## src/rtl/idct_pkg.sv

```systemverilog
// Constants shared by the IDCT pipeline stages: sample width, clip bounds, lane count.
package idct_pkg;
  localparam int unsigned DATA_W   = 25;
  localparam int unsigned LANES    = 4;
  localparam int          CLIP_MAX = 32767;
  localparam int          CLIP_MIN = -32768;
endpackage

```

## src/rtl/idct_transpose_skew_if.sv

```systemverilog
// Column-in / skewed-row-out bus of the transpose buffer.
interface idct_transpose_skew_if
  import idct_pkg::*;
#(
  parameter int unsigned W = DATA_W
);
  logic         in_valid;
  logic         in_ready;
  logic [W-1:0] in_d0;
  logic [W-1:0] in_d1;
  logic [W-1:0] in_d2;
  logic [W-1:0] in_d3;
  logic [W-1:0] out_d1;
  logic [W-1:0] out_d2;
  logic [W-1:0] out_d3;
  logic [W-1:0] out_d4;
  logic [3:0]   out_valid;

  modport master (
    output in_valid, in_d0, in_d1, in_d2, in_d3,
    input  in_ready, out_d1, out_d2, out_d3, out_d4, out_valid
  );

  modport slave (
    input  in_valid, in_d0, in_d1, in_d2, in_d3,
    output in_ready, out_d1, out_d2, out_d3, out_d4, out_valid
  );
endinterface

```

## src/rtl/skew_delay.sv

```systemverilog
// Fixed-depth register chain carrying a data word and its valid bit.
module skew_delay
  import idct_pkg::*;
#(
  parameter int unsigned W     = DATA_W,
  parameter int unsigned DEPTH = 1
) (
  input  logic         clk,
  input  logic         reset,
  input  logic         in_valid,
  input  logic [W-1:0] in_d,
  output logic         out_valid,
  output logic [W-1:0] out_d
);

  logic [W-1:0]     d_q [DEPTH];
  logic [DEPTH-1:0] v_q;

  always_ff @(posedge clk or posedge reset) begin
    if (reset) begin
      v_q <= '0;
      for (int i = 0; i < DEPTH; i++) d_q[i] <= '0;
    end else begin
      v_q[0] <= in_valid;
      d_q[0] <= in_d;
      for (int i = 1; i < DEPTH; i++) begin
        v_q[i] <= v_q[i-1];
        d_q[i] <= d_q[i-1];
      end
    end
  end

  assign out_valid = v_q[DEPTH-1];
  assign out_d     = d_q[DEPTH-1];

endmodule

```

## src/rtl/idct_transpose_skew.sv

```systemverilog
// Ping-pong 4x4 transpose buffer feeding the systolic row IDCT with diagonally skewed lanes.
module idct_transpose_skew
  import idct_pkg::*;
#(
  parameter int unsigned W       = DATA_W,
  parameter bit          CLIP_EN = 1'b1
) (
  input  logic                 clk,
  input  logic                 reset,
  idct_transpose_skew_if.slave bus
);

  localparam logic signed [W-1:0] SAT_HI = W'(CLIP_MAX);
  localparam logic signed [W-1:0] SAT_LO = W'(CLIP_MIN);

  function automatic logic [W-1:0] sat(input logic [W-1:0] x);
    logic signed [W-1:0] s;
    s = signed'(x);
    if (!CLIP_EN) return x;
    if (s > SAT_HI) return SAT_HI;
    if (s < SAT_LO) return SAT_LO;
    return x;
  endfunction

  logic [W-1:0]       in_d   [LANES];
  logic [W-1:0]       mem    [2][LANES][LANES];
  logic [W-1:0]       row_d  [LANES];
  logic [W-1:0]       lane_d [LANES];
  logic [LANES-1:0]   lane_v;

  logic       wr_bank, wr_bank_n;
  logic [1:0] wr_col, wr_col_n;
  logic       wr_full, wr_full_n;
  logic       rd_busy, rd_busy_n;
  logic [1:0] rd_row, rd_row_n;
  logic       ready_q, ready_n;
  logic       accept, fill, rd_last, full_now, swap, rd_bank;

  assign in_d[0] = bus.in_d0;
  assign in_d[1] = bus.in_d1;
  assign in_d[2] = bus.in_d2;
  assign in_d[3] = bus.in_d3;

  assign accept   = bus.in_valid && ready_q;
  assign fill     = accept && (wr_col == 2'd3);
  assign rd_last  = rd_busy && (rd_row == 2'd3);
  assign full_now = wr_full || fill;
  // A filling bank swaps in on the same edge the reader finishes its last row.
  assign swap     = full_now && (!rd_busy || rd_last);
  assign rd_bank  = ~wr_bank;

  always_comb begin
    wr_bank_n = wr_bank ^ swap;
    wr_col_n  = accept ? wr_col + 2'd1 : wr_col;
    wr_full_n = full_now && !swap;
    rd_busy_n = swap || (rd_busy && !rd_last);
    rd_row_n  = rd_row;
    if (swap)         rd_row_n = 2'd0;
    else if (rd_busy) rd_row_n = rd_row + 2'd1;
    ready_n   = !(wr_full_n && rd_busy_n);
  end

  always_ff @(posedge clk or posedge reset) begin
    if (reset) begin
      wr_bank <= 1'b0;
      wr_col  <= 2'd0;
      wr_full <= 1'b0;
      rd_busy <= 1'b0;
      rd_row  <= 2'd0;
      ready_q <= 1'b0;
    end else begin
      wr_bank <= wr_bank_n;
      wr_col  <= wr_col_n;
      wr_full <= wr_full_n;
      rd_busy <= rd_busy_n;
      rd_row  <= rd_row_n;
      ready_q <= ready_n;
    end
  end

  // Bank storage needs no reset; contents are only read after being written.
  always_ff @(posedge clk) begin
    if (accept) begin
      for (int k = 0; k < LANES; k++) mem[wr_bank][k][wr_col] <= sat(in_d[k]);
    end
  end

  always_comb begin
    for (int k = 0; k < LANES; k++) row_d[k] = '0;
    if (rd_busy) begin
      for (int k = 0; k < LANES; k++) row_d[k] = mem[rd_bank][rd_row][k];
    end
  end

  for (genvar k = 0; k < LANES; k++) begin : g_lane
    skew_delay #(.W(W), .DEPTH(k + 1)) u_dly (
      .clk       (clk),
      .reset     (reset),
      .in_valid  (rd_busy),
      .in_d      (row_d[k]),
      .out_valid (lane_v[k]),
      .out_d     (lane_d[k])
    );
  end

  assign bus.in_ready  = ready_q;
  assign bus.out_d1    = lane_d[0];
  assign bus.out_d2    = lane_d[1];
  assign bus.out_d3    = lane_d[2];
  assign bus.out_d4    = lane_d[3];
  assign bus.out_valid = lane_v;

endmodule

```

## src/flat_wrapper.sv

```systemverilog
// flat-port wrapper written by rule: the top's interface ports become plain ports
module idct_transpose_skew_flat import idct_pkg::*;
#(
  parameter int unsigned W       = DATA_W,
  parameter bit          CLIP_EN = 1'b1
)
  (clk, reset, bus_in_valid, bus_in_d0, bus_in_d1, bus_in_d2, bus_in_d3, bus_in_ready, bus_out_d1, bus_out_d2, bus_out_d3, bus_out_d4, bus_out_valid);
  idct_transpose_skew_if #(.W(W)) bus_i ();
  input  logic clk;
  input  logic reset;
  input wire logic [$bits(bus_i.in_valid)-1:0] bus_in_valid;
  input wire logic [$bits(bus_i.in_d0)-1:0] bus_in_d0;
  input wire logic [$bits(bus_i.in_d1)-1:0] bus_in_d1;
  input wire logic [$bits(bus_i.in_d2)-1:0] bus_in_d2;
  input wire logic [$bits(bus_i.in_d3)-1:0] bus_in_d3;
  output wire logic [$bits(bus_i.in_ready)-1:0] bus_in_ready;
  output wire logic [$bits(bus_i.out_d1)-1:0] bus_out_d1;
  output wire logic [$bits(bus_i.out_d2)-1:0] bus_out_d2;
  output wire logic [$bits(bus_i.out_d3)-1:0] bus_out_d3;
  output wire logic [$bits(bus_i.out_d4)-1:0] bus_out_d4;
  output wire logic [$bits(bus_i.out_valid)-1:0] bus_out_valid;
  assign bus_i.in_valid = bus_in_valid;
  assign bus_i.in_d0 = bus_in_d0;
  assign bus_i.in_d1 = bus_in_d1;
  assign bus_i.in_d2 = bus_in_d2;
  assign bus_i.in_d3 = bus_in_d3;
  assign bus_in_ready = bus_i.in_ready;
  assign bus_out_d1 = bus_i.out_d1;
  assign bus_out_d2 = bus_i.out_d2;
  assign bus_out_d3 = bus_i.out_d3;
  assign bus_out_d4 = bus_i.out_d4;
  assign bus_out_valid = bus_i.out_valid;
  idct_transpose_skew #(.W(W), .CLIP_EN(CLIP_EN)) u_core (.clk(clk), .reset(reset), .bus(bus_i));
endmodule
```

## config.mk

```make
export PLATFORM = sky130hd
export DESIGN_NAME = idct_transpose_skew_flat
export DESIGN_NICKNAME = d
export VERILOG_FILES = /design/src/rtl/idct_pkg.sv /design/src/rtl/idct_transpose_skew_if.sv /design/src/rtl/skew_delay.sv /design/src/rtl/idct_transpose_skew.sv /design/src/flat_wrapper.sv
export SDC_FILE = /design/constraint.sdc
export NUM_CORES = 1
export LEC_CHECK = 0
export BUFFER_PORTS_ARGS = -buffer_cell sky130_fd_sc_hd__buf_2
export CAP_MARGIN = 30
export CORE_AREA = 2 2 284 286
export CTS_BUF_LIST = sky130_fd_sc_hd__clkbuf_16
export DETAILED_ROUTE_END_ITERATION = 16
export DIE_AREA = 0 0 286 288
export HOLD_SLACK_MARGIN = 0.02
export PLACE_DENSITY = 0.67
export SYNTH_ARGS = -nofsm -noshare
export SYNTH_HDL_FRONTEND = slang
export SYNTH_SLANG_ARGS = --single-unit
```

## constraint.sdc

```tcl
create_clock -name clk -period 8.21 [get_ports clk]
set_input_delay 0 -clock clk [delete_from_list [all_inputs] [get_ports clk]]
set_output_delay 0 -clock clk [all_outputs]
set_load 0.005 [all_outputs]
```

==> results of run 1 <==
-- logic make-up (layout without fill, tap and decap cells) --
family / count (synthesis) / in the layout / share of synthesized area
buffers and inverters: 355 / 706 / 0.0447
multiplexers: 301 / 301 / 0.112
AND/OR/NAND/NOR: 51 / 51 / 0.00718
AO/OA/AOI/OAI: 305 / 305 / 0.0532
XOR/XNOR: 2 / 2 / 0.000447
adder cells (fa/ha/maj): 9 / 9 / 0.00287
flip-flops: 1062 / 1062 / 0.780
-- worst min path at each step --
stage,startpoint,end,slack (ps),depth (start not counted)
finish,bus_in_d0[12],u_core.mem[0][337]$_DFFE_PP_,20,3
global route,bus_in_d2[17],u_core.mem[1][192]$_DFFE_PP_,50,2
CTS,bus_in_d2[17],u_core.mem[1][192]$_DFFE_PP_,20,2
detailed placement,reset,u_core.g_lane[3].u_dly.out_d[3]$_DFF_PP0_,120,2
global placement,reset,u_core.g_lane[3].u_dly.out_d[3]$_DFF_PP0_,110,2
floorplan,bus_in_valid,u_core.wr_col[0]$_DFFE_PP0P_,190,2
-- sequential cells by signal, indices dropped and copies added, names as in the netlist --
name                       flops
u_core.wr_full                 1
u_core.wr_col                  2
u_core.bus.in_ready            1
u_core.rd_row                  2
u_core.g_lane.u_dly.d_q      150
u_core.mem                   800
u_core.wr_bank                 1
u_core.rd_busy                 1
u_core.g_lane.u_dly.v_q        4
u_core.g_lane.u_dly.out_d    100
-- per-layer routing --
layer | part of all wire | GRT usage | vias to the layer above
met3 | 0.070 | 0.0426 | 126
met5 | 0.00027 | 0 | -
li1 | - | - | 8451
met2 | 0.49 | 0.351 | 720
met1 | 0.41 | 0.291 | 10400
met4 | 0.026 | 0.0699 | 4
-- Yosys cell counts --
library cell,instances,area share
edfxtp_1,800,0.61
dfrtp_1,262,0.17
inv_1,169,0.016
o21ai_0,153,0.020
mux2_2,101,0.029
a221oi_1,100,0.022
mux2i_1,100,0.026
mux4_2,100,0.057
buf_4,88,0.017
clkbuf_1,56,0.0054
o21a_1,35,0.0067
buf_2,34,0.0043
nand2_1,14,0.0013
o21ai_1,10,0.0013
ha_1,9,0.0029
nor2_1,9,0.00086
nand4_1,8,0.0013
or3_1,8,0.0013
buf_6,6,0.0017
nor2b_1,4,0.00064
o41ai_4,4,0.0028
or4_4,4,0.0011
nand2b_1,2,0.00032
a21oi_1,1,0.00013
a311oi_1,1,0.00022
a31oi_1,1,0.00016
buf_1,1,0.000096
clkbuf_2,1,0.00013
nor2_2,1,0.00016
or2_2,1,0.00016
xnor2_1,1,0.00022
xor2_1,1,0.00022
-- metrics by stage --
| step | setup slack [ps] | util | cells | total power, µW | cell area, µm² |
|---|---|---|---|---|---|
| CTS | 4620 | 0.565 | 3483 | 15800 | 45000 |
| detailed placement | 4630 | 0.516 | 3222 | 11200 | 41100 |
| floorplan | 998 | - | 2085 | 10100 | 39200 |
| global route | 4670 | 0.567 | 3496 | 16400 | 45100 |
| finish | 4790 | 0.567 | 3496 | 15700 | 45100 |
| global placement | 4700 | 0.513 | 3200 | 11100 | 40800 |
-- critical path, cell delays in order (launching register included) --
cell and delay, ps:
dfrtp_4 860, nand2_1 410, nor2_4 910, buf_4 530, buf_16 300
-- power breakdown --
part	internal, µW	switching, µW	leakage (µW)	total (µW)
sequential	7080	500	0.0105	7580
combinational	1460	2070	0.00451	3530
clock	2590	1990	0.00175	4580
-- cell type report --
type	instances	area, µm²
flip-flops and latches	1062	30600
inverters	169	642
clock inverters	91	643
well taps	1060	1330
multi-input cells	668	6960
clock buffers	107	2680
repair buffers	339	2300
fillers	5946	34500
==> metrics.md, run 1 <==
| Metric | Value |
|---|---|
| Final Skew | 23.9 ps |
| Largest net degree at the start of global routing | 157 |
| Min-delay worst type | in2reg |
| Leakage power | 0.0167 µW |
| DP HPWL | 49,200 µm |
| Worst-case hold slack | 23.6 ps |
| Cell Pwr Density | 348 mW/mm² |
| Most frequent cells in the layout | edfxtp_1 (800), dfrtp_1 (258), buf_2 (225) |
| CTS root buffer | clkbuf_16 |
| Mapped Area | 0.0392 mm² |
| Sequential cell area fraction in the yosys report | 0.780 |
| Post-Route WL | 87,300 µm |
| Path type of the worst setup path | reg2reg |
| CTS tree | done |
| Status | complete, no violations |
| Antenna Cells | 0 |
| Ys Warns | 0 |
| Grt ovf | 0 |
| Setup crit start kind | register |
| CP Capture Point | u_core.mem[1][64]$_DFFE_PP_ |
| Clk sinks | 1,062 |
| Worst EP arrival | 3750 ps |
| Min Clock Period, post-route | 3420 ps |
| Ratio of cells with drive above 1 in the final layout | 0.266 |
| Vias in the first global route | 20,700 |
| CP required | 8540 ps |
| Fin. Hold Viols | 0 |
| Setup TNS | 0 ps |
| Final period util | 0.417 |
| # hold bufs at CTS | 63 |
| Fin nets | 2,457 |
| Initial antenna violation count | 3 |
| Worst-skew pair later-pin latency | 660 ps |
| Fmax | 292 MHz |
| Gpl congestion | 0.793 |
| DR WL/cell | 25.0 µm |
| R2r setup slk | 4790 ps |
| Setup crit end kind | register |
| CTS buffer count | 105 |
| Most common cell after layout, fill and taps aside | edfxtp_1 |
| H-tree levels | 3 |
| Pins Over Slew Limit | 0 |
| Register bit total from synthesis | 1,062 |
| R2r startpoint | u_core.wr_bank$_DFF_PP0_ |
| Die Y | 288 µm |
| DRT Pass-1 Iters | 5 |
| Via count | 19,700 |
| Post-CTS Setup Bufs | 0 |
| Slew @ Worst Pin | 1110 ps |
| Starting DRC count in detailed routing | 2,079 |
| Core area | 0.0796 mm² |
| Rows | 104 |
| Vias per Instance | 5.63 |
| GRT Total Usage | 0.214 |
| IO Pins | 208 |
| Post-CTS sizing | 0 |
| Layout area overhead | 15.1% |
| Die area | 0.0824 mm² |
| Initial Utilization | 0.492 |
| Antenna viol nets, final | 0 |
| Post-Syn Instances | 2,085 |
| Mapped Nets | 2,197 |
| Die X | 286 µm |
| Worst Reg-to-Reg Cells | 4 |
| Reg-to-reg endpoint | u_core.mem[1][64]$_DFFE_PP_ |
| Crit path launch | u_core.wr_bank$_DFF_PP0_ |
| Reg clk slew, reported paths | 60 ps |
| Max_slew headroom | 0.262 |
| Setup Viol. Count Final | 0 |
| Count of cell types in the netlist | 32 |
| First-pass GRT wire length | 131,000 µm |
| VDD IR max | 0.280 mV |
| DRC | 0 |
| Worst-path fanout max | 47 |
| RSZ-0062 raised after global routing | no |
| PortBufs | 207 |
| Maximum buffer depth of the clock tree | 3 |
| Maxcap violations | 0 |
| Avg Synthesized Cell Area | 18.8 µm² |
(Power assumes the default switching activity.)
==> run 2: changes to the inputs <==
Clock period 8.21 ns to 3.15 ns, I/O delays scaled along.
==> metrics.md, run 2 (synthesized netlist as in run 1, its figures left out) <==
| Metric | Value |
|---|---|
| Status | complete, no violations |
| Final Skew | 21.0 ps |
| RSZ-0062 raised after global routing | no |
| Setup Viol. Count Final | 0 |
| Die Y | 288 µm |
| Maxcap violations | 0 |
| Die area | 0.0824 mm² |
| Path type of the worst setup path | reg2reg |
| Rows | 104 |
| Clk sinks | 1,062 |
| Net switching power figure | 12,000 µW |
| Post-CTS sizing | 0 |
| Part of the power in registers | 0.474 |
| Post-Place Setup Slack | 668 ps |
| Final core utilization | 0.571 |
| CTS buffer count | 104 |
| Most frequent cells in the layout | edfxtp_1 (800), dfrtp_1 (258), inv_1 (209) |
| Initial antenna violation count | 4 |
| Starting DRC count in detailed routing | 2,038 |
| DRT Pass-1 Iters | 5 |
| First-pass GRT wire length | 132,000 µm |
| Final Power | 41,400 µW |
| Slew @ Worst Pin | 968 ps |
| Fmax | 414 MHz |
| CTS root buffer | clkbuf_16 |
| PortBufs | 207 |
| Grt ovf | 0 |
| Ratio of cells with drive above 1 in the final layout | 0.271 |
| Logic gate share of total power | 0.237 |
| Max reg flops | 800 |
| Worst Reg-to-Reg Cells | 5 |
| R2r setup slk | 740 ps |
| VDD IR max | 0.557 mV |
| Worst-case hold slack | 24.8 ps |
| Pins Over Slew Limit | 0 |
| Worst-skew pair later-pin latency | 660 ps |
| Worst EP arrival | 2900 ps |
| Int Pwr | 29,400 µW |
| Die X | 286 µm |
| Max_slew headroom | 0.348 |
| Clock power frac | 0.289 |
| CP required | 3640 ps |
| Vias in the first global route | 20,600 |
| Leakage power | 0.0170 µW |
| Reg clk slew, reported paths | 60 ps |
| Switch share | 0.289 |
| Setup crit end kind | register |
| Antenna Cells | 0 |
| Maximum buffer depth of the clock tree | 3 |
| IO Pins | 208 |
| CTS tree | done |
| H-tree levels | 3 |
| Post-CTS Setup Bufs | 0 |
| Worst-path fanout max | 33 |
| # hold bufs at CTS | 57 |
| Setup crit start kind | register |
| Largest net degree at the start of global routing | 90 |
| Worst hold path depth | 3 |
| Via count | 19,800 |
| Placed insts | 3,247 |
| Final period util | 0.766 |
| WHS Endpoint | u_core.mem[1][76]$_DFFE_PP_ |
| Layout area overhead | 16.0% |
| Cell Pwr Density | 910 mW/mm² |
| Fin. Hold Viols | 0 |
| Fin nets | 2,467 |
| Min-delay worst type | in2reg |
| Vias per Instance | 5.65 |
| Initial Utilization | 0.492 |
| DRC | 0 |
| HP Start | bus_in_d3[1] |
| Final setup margin | 737 ps |
| Post-Route WL | 88,900 µm |
| Min Clock Period, post-route | 2410 ps |
| Reg-to-reg endpoint | u_core.g_lane[2].u_dly.d_q[69]$_DFF_PP0_ |
| Gpl congestion | 0.793 |
| Most common cell after layout, fill and taps aside | edfxtp_1 |
| Antenna viol nets, final | 0 |
| Core area | 0.0796 mm² |
| DP HPWL | 52,100 µm |
| DR WL/cell | 25.4 µm |
| GRT Total Usage | 0.217 |
| Post-Layout Cell Count | 3,505 |
| Register bank with the most flops | u_core.mem |
| R2r startpoint | u_core.wr_bank$_DFF_PP0_ |
==> run 2: changes by cell type in the layout (fill, tap and decap cells not counted), moves of 2 or more <==
cell | before | now
clkbuf_2 | 2 | 0
buf_16 | 4 | 0
inv_2 | 3 | 9
clkinv_1 | 18 | 8
inv_1 | 196 | 209
clkbuf_16 | 107 | 111
dlygate4sd3_1 | 68 | 60
buf_4 | 34 | 51
clkinvlp_4 | 3 | 1
clkinv_4 | 2 | 0
buf_2 | 225 | 208
buf_12 | 6 | 30
clkinv_2 | 25 | 16
==> run 2: stage by stage <==
stage / TNS (ps) / cell area (µm²)
2_1_floorplan: -448520 / 39300
3_3_place_gp: 0 / 41500
3_5_place_dp: 0 / 41500
4_1_cts: 0 / 45400
5_1_grt: 0 / 45500
6_report: 0 / 45500
==> run 2: layout make-up <==
| type | count | area [µm²] |
|---|---|---|
| timing repair buffer | 350 | 2630 |
| inverter | 169 | 638 |
| sequential | 1062 | 30600 |
| tap | 1060 | 1330 |
| multi-input combinational | 668 | 6960 |
| clock buffer | 111 | 2780 |
| fill | 5979 | 34100 |
| clock inverter | 85 | 562 |
==> run 2: worst max path at each step <==
stage | start | end | depth (start not counted)
after floorplan | u_core.wr_bank$_DFF_PP0_ | u_core.mem[1][0]$_DFFE_PP_ | 4
after global placement | u_core.wr_bank$_DFF_PP0_ | u_core.g_lane[1].u_dly.d_q[27]$_DFF_PP0_ | 5
after detailed placement | bus_in_d2[19] | u_core.mem[0][139]$_DFFE_PP_ | 5
after CTS | u_core.wr_bank$_DFF_PP0_ | u_core.g_lane[2].u_dly.d_q[69]$_DFF_PP0_ | 5
after global routing | bus_in_d2[19] | u_core.mem[0][153]$_DFFE_PP_ | 7
final | u_core.wr_bank$_DFF_PP0_ | u_core.g_lane[2].u_dly.d_q[69]$_DFF_PP0_ | 5
==> run 2: worst max-delay path: stages (launching register included) <==
cell and delay, ps:
dfrtp_4 770, nand2b_4 380, buf_4 240, buf_12 220, o21ai_0 120, a221oi_1 470
==> run 2: power by group through the flow <==
stage	Clock [µW]	Combinational (µW)	Sequential, µW
final	12000	9810	19600
after global routing	12800	10600	19900
after CTS	12200	9920	19600
after detailed placement	0	9830	19900
after global placement	0	9680	19800
after floorplan	0	7010	19300
==> run 2: metal layers <==
layer	wire length [µm]	global-route usage	vias to the layer above
met1	36500	0.302	10400
met4	2130	0.0597	4
met3	7270	0.0506	135
li1	-	-	8460
met2	42900	0.349	818
met5	23	0	-
